[src/rtl/mem_port_arb_pkg.sv]
// mem_port_arb_pkg: shared encodings for the memory port arbiter.
// Holds the access-sequencer state encoding and the owner codes that
// appear on the owner output.
package mem_port_arb_pkg;

  typedef enum logic [1:0] {
    ST_IDLE   = 2'd0,
    ST_ACCESS = 2'd1,
    ST_DONE   = 2'd2
  } arb_state_e;

  typedef enum logic [1:0] {
    OWN_NONE = 2'b00,
    OWN_CORE = 2'b01,
    OWN_DBG  = 2'b10
  } owner_e;

endpackage

[src/rtl/arb_starve_ctr.sv]
// arb_starve_ctr: counts core grants made while the debug port is waiting
// and raises starve_force once the count reaches STARVE_MAX, so the
// arbiter hands the next contested slot to debug. Only instantiated when
// MEM_PORT_ARB_STARVE_GUARD_EN is defined.
module arb_starve_ctr
  import mem_port_arb_pkg::*;
#(
  parameter int STARVE_MAX = 4
) (
  input  logic clock,
  input  logic reset,
  input  logic in_idle,
  input  logic dbg_req,
  input  logic core_grant,
  input  logic dbg_grant,
  output logic starve_force
);

  localparam int CNT_W = $clog2(STARVE_MAX + 1);
  localparam logic [CNT_W-1:0] CNT_MAX = CNT_W'(STARVE_MAX);

  logic [CNT_W-1:0] cnt_q;
  logic [CNT_W-1:0] cnt_d;

  // Clear when debug is served or stops waiting; count saturating core wins while debug waits.
  always_comb begin
    cnt_d = cnt_q;
    if (dbg_grant || (in_idle && !dbg_req)) begin
      cnt_d = '0;
    end else if (core_grant && dbg_req && (cnt_q != CNT_MAX)) begin
      cnt_d = cnt_q + 1'b1;
    end
  end

  // Counter register, cleared by the asynchronous active-low reset.
  always_ff @(posedge clock or negedge reset) begin
    if (!reset) begin
      cnt_q <= '0;
    end else begin
      cnt_q <= cnt_d;
    end
  end

  assign starve_force = (cnt_q == CNT_MAX);

endmodule

[src/rtl/mem_port_arbiter.sv]
// mem_port_arbiter: shares a single-ported, one-cycle-read-latency memory
// between the processor core and the debug/monitor port. Each access runs
// IDLE -> ACCESS -> DONE and returns a one-cycle ack plus registered read
// data. Core has fixed priority; a requester is masked during its own ack
// cycle. Defining MEM_PORT_ARB_STARVE_GUARD_EN adds a starvation guard that
// lets debug win after STARVE_MAX consecutive contested core grants.
module mem_port_arbiter
  import mem_port_arb_pkg::*;
#(
  parameter int ADDR_W     = 8,
  parameter int DATA_W     = 8,
  parameter int STARVE_MAX = 4
) (
  input  logic              clock,
  input  logic              reset,
  input  logic              core_req,
  input  logic              core_we,
  input  logic [ADDR_W-1:0] core_addr,
  input  logic [DATA_W-1:0] core_wdata,
  output logic              core_ack,
  output logic [DATA_W-1:0] core_rdata,
  input  logic              dbg_req,
  input  logic              dbg_we,
  input  logic [ADDR_W-1:0] dbg_addr,
  input  logic [DATA_W-1:0] dbg_wdata,
  output logic              dbg_ack,
  output logic [DATA_W-1:0] dbg_rdata,
  output logic [ADDR_W-1:0] mem_addr,
  output logic [DATA_W-1:0] mem_wdata,
  output logic              mem_we,
  input  logic [DATA_W-1:0] mem_rdata,
  output logic [1:0]        owner
);

  if (STARVE_MAX < 1) begin : g_bad_starve_max
    $error("mem_port_arbiter: STARVE_MAX must be at least 1");
  end

  arb_state_e        state_q, state_d;
  owner_e            owner_q, owner_d;
  logic [ADDR_W-1:0] mem_addr_q, mem_addr_d;
  logic [DATA_W-1:0] mem_wdata_q, mem_wdata_d;
  logic              mem_we_q, mem_we_d;
  logic              acc_we_q, acc_we_d;
  logic              core_ack_q, core_ack_d;
  logic              dbg_ack_q, dbg_ack_d;
  logic [DATA_W-1:0] core_rdata_q, core_rdata_d;
  logic [DATA_W-1:0] dbg_rdata_q, dbg_rdata_d;

  logic in_idle;
  logic core_elig;
  logic dbg_elig;
  logic starve_force;
  logic grant_core;
  logic grant_dbg;

  // A requester whose ack is showing this cycle is ignored until the next IDLE cycle.
  assign in_idle    = (state_q == ST_IDLE);
  assign core_elig  = core_req & ~core_ack_q;
  assign dbg_elig   = dbg_req & ~dbg_ack_q;
  assign grant_core = in_idle & core_elig & ~(dbg_elig & starve_force);
  assign grant_dbg  = in_idle & dbg_elig & ~grant_core;

`ifdef MEM_PORT_ARB_STARVE_GUARD_EN
  arb_starve_ctr #(
    .STARVE_MAX(STARVE_MAX)
  ) u_starve_ctr (
    .clock       (clock),
    .reset       (reset),
    .in_idle     (in_idle),
    .dbg_req     (dbg_req),
    .core_grant  (grant_core),
    .dbg_grant   (grant_dbg),
    .starve_force(starve_force)
  );
`else
  assign starve_force = 1'b0;
`endif

  // Sequencer state register.
  always_ff @(posedge clock or negedge reset) begin
    if (!reset) begin
      state_q <= ST_IDLE;
    end else begin
      state_q <= state_d;
    end
  end

  // Next state: leave IDLE on any grant, then ACCESS and DONE last one cycle each.
  always_comb begin
    state_d = state_q;
    unique case (state_q)
      ST_IDLE:   if (grant_core || grant_dbg) state_d = ST_ACCESS;
      ST_ACCESS: state_d = ST_DONE;
      ST_DONE:   state_d = ST_IDLE;
      default:   state_d = ST_IDLE;
    endcase
  end

  // Outputs: latch the winner at grant, drop mem_we after ACCESS, ack and return data from DONE.
  always_comb begin
    owner_d      = owner_q;
    mem_addr_d   = mem_addr_q;
    mem_wdata_d  = mem_wdata_q;
    mem_we_d     = mem_we_q;
    acc_we_d     = acc_we_q;
    core_ack_d   = 1'b0;
    dbg_ack_d    = 1'b0;
    core_rdata_d = core_rdata_q;
    dbg_rdata_d  = dbg_rdata_q;
    unique case (state_q)
      ST_IDLE: begin
        if (grant_core) begin
          owner_d     = OWN_CORE;
          mem_addr_d  = core_addr;
          mem_wdata_d = core_wdata;
          mem_we_d    = core_we;
          acc_we_d    = core_we;
        end else if (grant_dbg) begin
          owner_d     = OWN_DBG;
          mem_addr_d  = dbg_addr;
          mem_wdata_d = dbg_wdata;
          mem_we_d    = dbg_we;
          acc_we_d    = dbg_we;
        end
      end
      ST_ACCESS: begin
        mem_we_d = 1'b0;
      end
      ST_DONE: begin
        owner_d = OWN_NONE;
        if (owner_q == OWN_CORE) begin
          core_ack_d = 1'b1;
          if (!acc_we_q) core_rdata_d = mem_rdata;
        end else if (owner_q == OWN_DBG) begin
          dbg_ack_d = 1'b1;
          if (!acc_we_q) dbg_rdata_d = mem_rdata;
        end
      end
      default: begin
        owner_d = OWN_NONE;
      end
    endcase
  end

  // Datapath and handshake registers; reset abandons any in-flight access.
  always_ff @(posedge clock or negedge reset) begin
    if (!reset) begin
      owner_q      <= OWN_NONE;
      mem_addr_q   <= '0;
      mem_wdata_q  <= '0;
      mem_we_q     <= 1'b0;
      acc_we_q     <= 1'b0;
      core_ack_q   <= 1'b0;
      dbg_ack_q    <= 1'b0;
      core_rdata_q <= '0;
      dbg_rdata_q  <= '0;
    end else begin
      owner_q      <= owner_d;
      mem_addr_q   <= mem_addr_d;
      mem_wdata_q  <= mem_wdata_d;
      mem_we_q     <= mem_we_d;
      acc_we_q     <= acc_we_d;
      core_ack_q   <= core_ack_d;
      dbg_ack_q    <= dbg_ack_d;
      core_rdata_q <= core_rdata_d;
      dbg_rdata_q  <= dbg_rdata_d;
    end
  end

  assign owner      = owner_q;
  assign mem_addr   = mem_addr_q;
  assign mem_wdata  = mem_wdata_q;
  assign mem_we     = mem_we_q;
  assign core_ack   = core_ack_q;
  assign dbg_ack    = dbg_ack_q;
  assign core_rdata = core_rdata_q;
  assign dbg_rdata  = dbg_rdata_q;

endmodule
[config.mk]
export PLATFORM = sky130hd
export DESIGN_NAME = mem_port_arbiter
export DESIGN_NICKNAME = d
export VERILOG_FILES = /design/src/rtl/mem_port_arb_pkg.sv /design/src/rtl/arb_starve_ctr.sv /design/src/rtl/mem_port_arbiter.sv
export SDC_FILE = /design/constraint.sdc
export NUM_CORES = 1
export LEC_CHECK = 0
export ABC_CLOCK_PERIOD_IN_PS = 2100
export CAP_MARGIN = 10
export CORE_ASPECT_RATIO = 0.5
export CORE_MARGIN = 2
export CORE_UTILIZATION = 40
export CTS_BUF_LIST = sky130_fd_sc_hd__clkbuf_4 sky130_fd_sc_hd__clkbuf_8 sky130_fd_sc_hd__clkbuf_16
export CTS_CLUSTER_SIZE = 30
export DETAILED_ROUTE_END_ITERATION = 12
export PLACE_DENSITY = 0.79
export SYNTH_ARGS = -nofsm -noshare
export SYNTH_HDL_FRONTEND = slang
export SYNTH_SLANG_ARGS = --single-unit
[constraint.sdc]
create_clock -name clock -period 2.1 [get_ports clock]
set_input_delay 0.42 -clock clock [delete_from_list [all_inputs] [get_ports clock]]
set_output_delay 0.42 -clock clock [all_outputs]
set_load 0.05 [all_outputs]
After elaboration in Yosys (flattened, before gate mapping):

Index checks and enable logic that the tools add are counted.

* register bits: 40
* input bits: 46
* output and inout port bits: 37
* logic and storage cells: 53

* equal/unequal tests: 6
* muxes and demuxes: 17
* bitwise operators: 11
* reductions and logical operators: 9

Operator list (number)
* 8-bit two-way mux: 4
* 2-bit case mux with 2 select lines: 2
* 1-bit two-way mux: 7
* 2-bit two-way mux: 3
* 1-bit NOT: 6
* 2-bit AND reduction: 3
* 1-bit AND: 5
* 2-bit by 1-bit equality test with 1-bit output (second input constant): 2
* 2-bit equality test (second input constant): 2
* 4-bit AND reduction: 1
* 2-bit nonzero test: 2
* 3-bit by 1-bit != test with 1-bit output (second input constant): 1
* 3-bit AND reduction: 1
* 2-bit logical NOT: 1
* 2-bit by 1-bit != test with 1-bit output (second input constant): 1
* 1-bit case mux with 2 select lines: 1
* 1-bit logical OR: 1

Logic depth before layout (Yosys ltp):

* word-level depth: 8
* depth in mapped cells: 5
* mapped depth without buffers: 3

Worst setup path before layout:

Ideal clock, no wire load.

* kind: flip-flop to flip-flop
* start: register dbg_ack_q (netlist: dbg_ack)
* end: register acc_we_q
* library setup time: 0.126 ns
* arrival: 1.610 ns
* required time: 1.974 ns
* slack: 0.364 ns
* stages on the path, launching flop included: 6
* path buffers: 2
* period minus slack after synthesis: 1.736 ns
* path through: dfrtp_1 nand2b_4 a211o_1 buf_6 buf_8 a221o_1

* cells in the longest elaborated chain, start to end: 6

Ends and longest elaborated chain
* start, declared: RTL line mem_port_arbiter.sv:46 `logic dbg_ack_q, dbg_ack_d;`
* start signal, assigned: RTL line mem_port_arbiter.sv:165 `dbg_ack_q <= dbg_ack_d;`
* 1-bit NOT: RTL line mem_port_arbiter.sv:60 `assign dbg_elig = dbg_req & ~dbg_ack_q;`
* 1-bit AND: RTL line mem_port_arbiter.sv:60
* 1-bit AND (2 in series): RTL line mem_port_arbiter.sv:62 `assign grant_dbg = in_idle & dbg_elig & ~grant_core;`
* 2-bit nonzero test (no source line)
* 2-bit AND reduction (no source line)
* end signal, assigned: RTL line mem_port_arbiter.sv:163 `acc_we_q <= acc_we_d;`
* end, declared: RTL line mem_port_arbiter.sv:44 `logic acc_we_q, acc_we_d;`

Every way passes these cells.
A chain may end at the register's enable or synchronous reset.

Worst setup path in the final report:

* start: register owner_q[0] (netlist: owner[0])
* end: output port owner[0]

RTL lines
* start, declared: RTL line mem_port_arbiter.sv:40 `owner_e owner_q, owner_d;`
* start signal, assigned: RTL line mem_port_arbiter.sv:159 `owner_q <= owner_d;`
* end, declared: RTL line mem_port_arbiter.sv:32 `output logic [1:0] owner`

No word-level cell between the ends.

==> impl_metrics.xml <==
<?xml version="1.0" encoding="UTF-8"?>
<metrics>
  <group name="outcome">
    <metric name="outcome" unit="">complete, no violations</metric>
  </group>
  <group name="place">
    <metric name="pre_cts_slack" unit="ns">-0.00670</metric>
    <metric name="port-buffer-count" unit="">82</metric>
    <metric name="detailedPlacementHpwl" unit="um">2920</metric>
    <metric name="gp_routability_congestion" unit="">0.782</metric>
    <metric name="placed_cell_area" unit="mm^2">0.00258</metric>
  </group>
  <group name="synthesis">
    <metric name="syn_inst" unit="">116</metric>
    <metric name="ys_types" unit="">24</metric>
    <metric name="synth_fp_nets" unit="">162</metric>
    <metric name="synth_seq_area_share" unit="%">57.5</metric>
    <metric name="post_synth.cell_area_avg" unit="um^2">15.0</metric>
    <metric name="synth.cell_area" unit="mm^2">0.00174</metric>
    <metric name="synth_area_in_compound_gates" unit="%">12.6</metric>
    <metric name="yosys_warnings" unit="">0</metric>
    <metric name="synth_adder_area_share" unit="%">0</metric>
    <metric name="synth_register_bits" unit="">40</metric>
    <metric name="post_synth_mux_area_share" unit="%">10.4</metric>
    <metric name="synth-xor-area-share" unit="%">0</metric>
    <metric name="synth_simple_gate_area_share" unit="%">15.9</metric>
    <metric name="synth_top_family_by_area" unit="">simple AND/OR/NAND/NOR gates</metric>
  </group>
  <group name="critical_path">
    <metric name="critical_path.slowest_cell" unit="">sky130_fd_sc_hd__clkdlybuf4s50_1</metric>
    <metric name="worst_endpoint_data_arrival_time" unit="ns">1.56</metric>
    <metric name="worst_path_dominant_cell_family" unit="">buffers and inverters</metric>
    <metric name="worstSetupPathType" unit="">flip-flop to primary output</metric>
    <metric name="crit_path_end_kind" unit="">primary output</metric>
    <metric name="worstPathMaxFanout" unit="">6</metric>
    <metric name="critPathBufInv" unit="">1</metric>
    <metric name="critPathMaxStageDelay" unit="ns">0.84</metric>
    <metric name="timing.critical_path.required" unit="ns">1.68</metric>
    <metric name="cp-start-kind" unit="">flip-flop</metric>
    <metric name="critical_path.cell_chain" unit="">clkdlybuf4s50_1</metric>
  </group>
  <group name="floorplanning">
    <metric name="design.core.area" unit="mm^2">0.00404</metric>
    <metric name="std_cell_rows" unit="">16</metric>
    <metric name="initial_core_util" unit="%">43.0</metric>
    <metric name="chipHeight" unit="um">50.6</metric>
    <metric name="ios" unit="">83</metric>
    <metric name="die_w" unit="um">97.3</metric>
    <metric name="dieArea" unit="mm^2">0.00493</metric>
  </group>
  <group name="sta">
    <metric name="worstMarginPinSlew" unit="ns">0.685</metric>
    <metric name="max_freq" unit="GHz">0.505</metric>
    <metric name="max_slew_margin" unit="%">54.2</metric>
    <metric name="final-setup-viol-count" unit="">0</metric>
    <metric name="maxSlewViolCount" unit="">0</metric>
    <metric name="min_period_over_period" unit="%">94.3</metric>
    <metric name="worst_clock_skew" unit="ns">0.00601</metric>
    <metric name="timing.hold.ws" unit="ns">0.173</metric>
    <metric name="final.min_clock_period" unit="ns">1.98</metric>
    <metric name="timing.final.hold_violations" unit="">0</metric>
    <metric name="finalWorstSetupSlack" unit="ns">0.119</metric>
    <metric name="setup_repair_after_global_routing_missed_its_margin" unit="">no</metric>
  </group>
  <group name="global_route">
    <metric name="grt_antenna_before_repair" unit="">0</metric>
    <metric name="grt_use_total" unit="%">16.8</metric>
    <metric name="grt_max_degree" unit="">41</metric>
    <metric name="wire_length_of_the_first_global_routing_pass" unit="um">6410</metric>
    <metric name="first_global_vias" unit="">1243</metric>
    <metric name="globalRouteOverflowTotal" unit="">0</metric>
  </group>
  <group name="detailed_routing">
    <metric name="detail_route.wirelength" unit="um">4100</metric>
    <metric name="detail_route.first_pass.iterations" unit="">4</metric>
    <metric name="vias" unit="">1322</metric>
    <metric name="detail_route.drc_violations" unit="">0</metric>
    <metric name="antenna_violating_nets_post_route" unit="">0</metric>
    <metric name="wire_per_inst" unit="um">16.0</metric>
    <metric name="initialDrtViolationCount" unit="">48</metric>
    <metric name="vias_per_cell" unit="">5.16</metric>
  </group>
  <group name="clock_network">
    <metric name="numCtsBuffers" unit="">5</metric>
    <metric name="worst_setup_hold_path_clk_slew" unit="ns">0.07</metric>
    <metric name="tritoncts" unit="">done</metric>
    <metric name="post_cts_hold_buffer_count" unit="">0</metric>
    <metric name="numClockSinks" unit="">40</metric>
    <metric name="clk-insertion-delay-late" unit="ns">0.29</metric>
    <metric name="post_cts.resized_instances" unit="">0</metric>
    <metric name="clockBufferDepth" unit="">2</metric>
    <metric name="cts_post_setup_buffers_inserted" unit="">0</metric>
    <metric name="cts_htree_levels" unit="">2</metric>
    <metric name="clockRootBuffer" unit="">sky130_fd_sc_hd__clkbuf_8</metric>
  </group>
  <group name="final_layout">
    <metric name="number_of_diodes" unit="">0</metric>
    <metric name="finish.instance_area" unit="mm^2">0.00267</metric>
    <metric name="fill_cells" unit="">309</metric>
    <metric name="nNetsFinal" unit="">247</metric>
    <metric name="multi_input_comb_area" unit="um^2">676</metric>
    <metric name="area_growth_syn_to_layout" unit="%">53.5</metric>
    <metric name="sequential_cell_area" unit="mm^2">0.00100</metric>
    <metric name="drive_above_1_share" unit="%">19.8</metric>
  </group>
  <group name="job">
    <metric name="max-cap-violations" unit="">0</metric>
  </group>
  <group name="power_and_ir_drop">
    <metric name="max-vdd-ir-drop" unit="mV">0.648</metric>
    <metric name="power_leakage" unit="nW">1.13</metric>
    <metric name="report.power.total" unit="mW">4.63</metric>
    <metric name="power.density" unit="mW/mm^2">1730</metric>
  </group>
  <group name="min_path">
    <metric name="class_of_the_tightest_hold_or_removal_check" unit="">input port to async pin</metric>
  </group>
</metrics>
synthesized netlist by cell type:
master | count | area, um^2
sky130_fd_sc_hd__o21ai_0 | 1 | 5.00
sky130_fd_sc_hd__buf_6 | 3 | 33.8
sky130_fd_sc_hd__inv_1 | 1 | 3.75
sky130_fd_sc_hd__and4bb_2 | 2 | 25.0
sky130_fd_sc_hd__and2_1 | 17 | 106
sky130_fd_sc_hd__a21oi_1 | 1 | 5.00
sky130_fd_sc_hd__a32o_1 | 1 | 10.0
sky130_fd_sc_hd__mux2_2 | 16 | 180
sky130_fd_sc_hd__a221o_1 | 14 | 140
sky130_fd_sc_hd__buf_4 | 1 | 7.51
sky130_fd_sc_hd__and3b_1 | 1 | 8.76
sky130_fd_sc_hd__a211o_1 | 2 | 17.5
sky130_fd_sc_hd__o21bai_1 | 1 | 7.51
sky130_fd_sc_hd__buf_8 | 1 | 15.0
sky130_fd_sc_hd__a221o_2 | 3 | 33.8
sky130_fd_sc_hd__nand2b_4 | 2 | 27.5
sky130_fd_sc_hd__and2b_1 | 1 | 7.51
sky130_fd_sc_hd__nor3b_4 | 1 | 18.8
sky130_fd_sc_hd__clkbuf_1 | 1 | 3.75
sky130_fd_sc_hd__nor4b_4 | 2 | 47.6
sky130_fd_sc_hd__dfrtp_1 | 40 | 1000
sky130_fd_sc_hd__nand3b_2 | 2 | 22.5
sky130_fd_sc_hd__or2_2 | 1 | 6.26
sky130_fd_sc_hd__nor2b_1 | 1 | 6.26
routing by layer:
layer  global-route usage [%]  wire length, um  up-vias
met1                     19.6             1780      673
met3                     5.99              234        6
met2                     29.7             2040       41
li1                         -                -      602
met5                        0                0        -
met4                     5.09               48        0
kinds of logic (layout without fill, tap and decap cells):
| logic type | after synthesis | in the layout |
|---|---|---|
| AOI/OAI and AO/OA | 23 | 23 |
| buffers and inverters | 7 | 93 |
| and+or+nand+nor | 30 | 30 |
| muxes | 16 | 16 |
| DFF | 40 | 40 |
per-stage QoR:
step,instances,setup TNS [ns],util (%)
after CTS,256,0,66.1
after floorplan,116,0,-
after detailed placement,248,-0.0109,63.8
after global placement,248,0,63.8
after global routing,256,0,66.1
final,256,0,66.1
state kept, by name, indices dropped and copies added (netlist names):
signal / count
core_rdata: 8
dbg_rdata: 8
mem_addr: 8
mem_wdata: 8
owner: 2
state_q: 2
acc_we_q: 1
core_ack: 1
dbg_ack: 1
mem_we: 1
power by group:
group / switching [mW] / internal, mW / leakage, nW
sequential: 0.282 / 1.14 / 0.487
combinational: 1.63 / 1.06 / 0.596
clock: 0.260 / 0.262 / 0.0510
total: 2.17 / 2.46 / 1.13
final cells by class:
class	count	share of cell area [%]
clock inverters	2	0.375
repair buffers	84	31.1
flip-flops and latches	40	37.5
inverters	1	0.141
well taps	54	2.53
multi-input cells	69	25.3
clock buffers	6	3.09
path summary, 6_finish.rpt:
kind                                 to         start  slack, ns  cells past startpoint
min reg2reg                dbg_rdata[0]  dbg_rdata[0]       0.51                      1
max                            owner[0]      owner[0]       0.12                      1
min in group clock         dbg_rdata[0]  dbg_rdata[0]       0.51                      1
min                         mem_addr[3]         reset       0.17                      2
max reg2reg                 mem_addr[1]    state_q[0]       0.42                      3
max in group asynchronous      owner[1]         reset       1.59                      2
cells in the final DEF, fill, tap and decap left out, types with 3 or more instances in the layout:
master	count
sky130_fd_sc_hd__clkbuf_8	6
sky130_fd_sc_hd__a221o_1	14
sky130_fd_sc_hd__clkdlybuf4s50_1	81
sky130_fd_sc_hd__and2_1	17
sky130_fd_sc_hd__mux2_2	16
sky130_fd_sc_hd__dfrtp_1	40
sky130_fd_sc_hd__a221o_2	3
(Power assumes the default switching activity.)
==> RTL change 1: new RTL, config.mk and constraints unchanged <==
Add a define of `MEM_PORT_ARB_STARVE_GUARD_EN`.
--- a/src/rtl/mem_port_arbiter.sv
+++ b/src/rtl/mem_port_arbiter.sv
@@ -5,4 +5,6 @@
 // cycle. Defining MEM_PORT_ARB_STARVE_GUARD_EN adds a starvation guard that
 // lets debug win after STARVE_MAX consecutive contested core grants.
+`define MEM_PORT_ARB_STARVE_GUARD_EN
+
 module mem_port_arbiter
   import mem_port_arb_pkg::*;
Formal check against the unedited RTL: same outputs for any inputs over 10 cycles, from zero or initial values and one cycle with reset low; that may be too few to reach the edited logic, so the function may still have changed.
==> RTL change 1 against the original RTL <==
- wire length grew 13%
- register-to-register slack lost 200 ps
- cell area grew 8.1%
- area after synthesis grew 9.0%
- sequential cell count grew 3
- setup slack gained 42 ps
- via count grew 13%
- first-iteration DRC count shrank 10%
- total power grew 9.8%
==> RTL change 1: results <==
[cts]
cts_max_level = 2
clock_latency_ps = 300
clk_pin_slew_ps = 80
root_buffer = "clkbuf_8"
cts_setup_buffers = 0

[synth]
synth_seq_area_share_pct = 56.7
synth_cell_types = 32
yosysWarningCount = 0
netlist_instances = 139
synthTopCellsByCount = "dfrtp_1 (43), a22o_1 (17), a21o_1 (16), mux2_2 (16), buf_6 (5)"
synth_area_leaders = "dfrtp_1 (57%), mux2_2 (9.5%), a22o_1 (7.8%)"
syn_nets = 187

[place]
placed_area_mm2 = 0.00277
place_ws_ps = 7.76
place.detailed.hpwl_um = 3440
gp_congestion = 0.728

[global_routing]
track_usage_pct = 19.1
first_global_vias = 1629
grt_use_met2_pct = 34.8
grt_pass1_wl_um = 7770
use_met1_pct = 22.0
antenna_found_initial = 0
grt_use_met3_pct = 5.20
grt_max_degree = 20

[power]
p_leak_uw = 0.00131
max-vdd-ir-drop_mv = 0.916

[drt]
met2WireLength_um = 2430
highest_layer = "met4"
drtIter0Drc = 43
vias = 1488
dr.pass1.iters = 4
wl_met3_um = 203
wl_met1_um = 1920
routed_wl_um = 4630

[layout]
drive_gt1_share_pct = 16.2
n_antenna_cell = 0
stdcell_count = 294
fin_nets = 275

[status]
status = "completed"

[timing]
slew_headroom_pct = 54.5
setup_violations = 0
skew_ps = 4.43

[critical_path]
crit_start = "owner[0]$_DFFE_PN0P_"
crit_slowest_cell = "clkdlybuf4s50_1"
cp_top_family = "buffers and inverters"
crit_path_max_incr_delay_ps = 820
r2r_start = "state_q[1]$_DFFE_PN0P_"
critPathArrivalTime_ps = 1520
cp_max_fo = 4
-- RTL change 1: changes by cell type after synthesis, sizes merged, moves of 2 or more --
cell | unedited run | this run
a211o | 2 | 0
a21o | 0 | 16
a221o | 17 | 0
a22o | 0 | 17
and2 | 17 | 2
and2b | 1 | 3
and4bb | 2 | 0
buf | 5 | 8
dfrtp | 40 | 43
ha | 0 | 2
inv | 1 | 4
nand2 | 0 | 2
nand3b | 2 | 0
o21ai | 1 | 4
-- RTL change 1: area by class of cell --
| class | instances | area [um^2] |
|---|---|---|
| timing repair buffer | 89 | 868 |
| inverter | 4 | 15.0 |
| fill | 346 | 1600 |
| clock buffer | 6 | 82.6 |
| clock inverter | 2 | 35.0 |
| tap | 66 | 82.6 |
| sequential | 43 | 1080 |
| multi-input combinational | 84 | 727 |
-- RTL change 1: power breakdown --
part	total [uW]	internal [uW]	switching (uW)
clock network	672	385	287
logic	2970	1170	1800
registers	1440	1210	235
total	5080	2760	2320
-- RTL change 1: final timing paths --
kind | endpoint | slack, ps | depth (start not counted)
setup / recovery | owner[0] | 160 | 1
hold / removal | mem_we$_DFFE_PN0P_ | 50 | 1
setup reg to reg | core_rdata[4]$_DFFE_PN0P_ | 220 | 4
hold reg to reg | owner[1]$_DFFE_PN0P_ | 490 | 1
max in group asynchronous | mem_wdata[0]$_DFFE_PN0P_ | 1500 | 2
min in group clock | owner[1]$_DFFE_PN0P_ | 490 | 1
-- RTL change 1: cell families (layout without fill, tap and decap cells) --
| family | count (synthesis) | after routing | synth area share (%) |
|---|---|---|---|
| muxes | 17 | 17 | 10.0 |
| and+or+nand+nor | 19 | 19 | 6.73 |
| adders and majority gates | 2 | 2 | 1.32 |
| AOI/OAI and AO/OA | 46 | 46 | 20.3 |
| DFF | 43 | 43 | 56.7 |
| buffers and inverters | 12 | 101 | 4.95 |
==> RTL change 2: new RTL, same flow settings <==
Without the edit above. Encoding of `arb_state_e`: now one-hot (3 bits for 3 states).
--- a/src/rtl/mem_port_arb_pkg.sv
+++ b/src/rtl/mem_port_arb_pkg.sv
@@ -4,8 +4,8 @@
 package mem_port_arb_pkg;
 
-  typedef enum logic [1:0] {
-    ST_IDLE   = 2'd0,
-    ST_ACCESS = 2'd1,
-    ST_DONE   = 2'd2
+  typedef enum logic [2:0] {
+    ST_IDLE   = 3'b001,
+    ST_ACCESS = 3'b010,
+    ST_DONE   = 3'b100
   } arb_state_e;
 
Check against the original RTL: same outputs for any inputs over 10 cycles, from zero or initial values and one cycle with reset low; not proved beyond that.
==> RTL change 2 against the original RTL <==
- sequential cell count grew 1
- largest cell class unchanged
- cell area increased by 3.0%
- highest routed layer unchanged
- total power up 3.6%
- area after synthesis shrank 0.72%
- global-route usage fell by 0.32 points
- via count increased by 1.1%
- setup slack lost 11 ps
- largest power group unchanged
- wire length down 5.3%
==> RTL change 2: results <==
[global_routing]
grt_use_met3_pct = 5.01
grt_pass1_wl_um = 6290
first_global_vias = 1359
track_usage_pct = 16.5
grt_max_degree = 42
grt_use_met2_pct = 30.7
use_met1_pct = 18.3

[power]
max-vdd-ir-drop_mv = 0.793
power.share.combinational_pct = 55.4
power.switching_uw = 2170
powerComb_uw = 2660
p_leak_uw = 0.00124

[drt]
routed_via_density = 4.75
routed_wl_um = 3890
drtIter0Drc = 9
met2WireLength_um = 2020
wl_met1_um = 1660

[place]
dp_cells = 273
gp_congestion = 0.750
place.detailed.hpwl_um = 2910
place_ws_ps = 139

[timing]
slew_headroom_pct = 41.1
fin_hold_ws_ps = 243
skew_ps = 7.25
post-route-period-util_pct = 94.8

[critical_path]
cp_max_fo = 6
crit_end = "owner[1]"
crit_start = "owner[1]$_DFFE_PN0P_"
rr_endpoint = "core_rdata[5]$_DFFE_PN0P_"
r2r_slack_ps = 130

[synth]
syn_nets = 185
synth_area_leaders = "dfrtp_1 (58%), mux2i_1 (9.3%), mux2_4 (7.0%)"
synth_seq_area_share_pct = 59.4

[cts]
clk_pin_slew_ps = 80

[status]
status = "completed"

[layout]
drive_gt1_share_pct = 14.1
[RTL change 2: cell count changes in the layout (fill, tap and decap cells not counted), moves of 4 or more]
| cell | before | now |
|---|---|---|
| nor2_1 | 0 | 4 |
| mux2_4 | 0 | 8 |
| mux2i_1 | 0 | 16 |
| nand2_1 | 0 | 19 |
| o21ai_0 | 1 | 17 |
| mux2_2 | 16 | 8 |
| a221o_1 | 14 | 0 |
| and2_1 | 17 | 0 |
[RTL change 2: kinds of logic (layout without fill, tap and decap cells)]
kind of cell           Yosys count  count (layout)  share of synthesized area (%)
DFF                             41              41                           59.4
and+or+nand+nor                 33              33                           8.91
muxes                           32              32                           21.4
AOI/OAI and AO/OA               25              25                           7.96
buffers and inverters            8              96                           2.24
[RTL change 2: cell type report]
class / count / area (um^2)
tap: 54 / 67.6
timing repair buffer: 86 / 846
multi-input combinational: 90 / 666
inverter: 2 / 7.51
fill: 316 / 1270
clock inverter: 3 / 68.8
sequential: 41 / 1030
clock buffer: 5 / 68.8
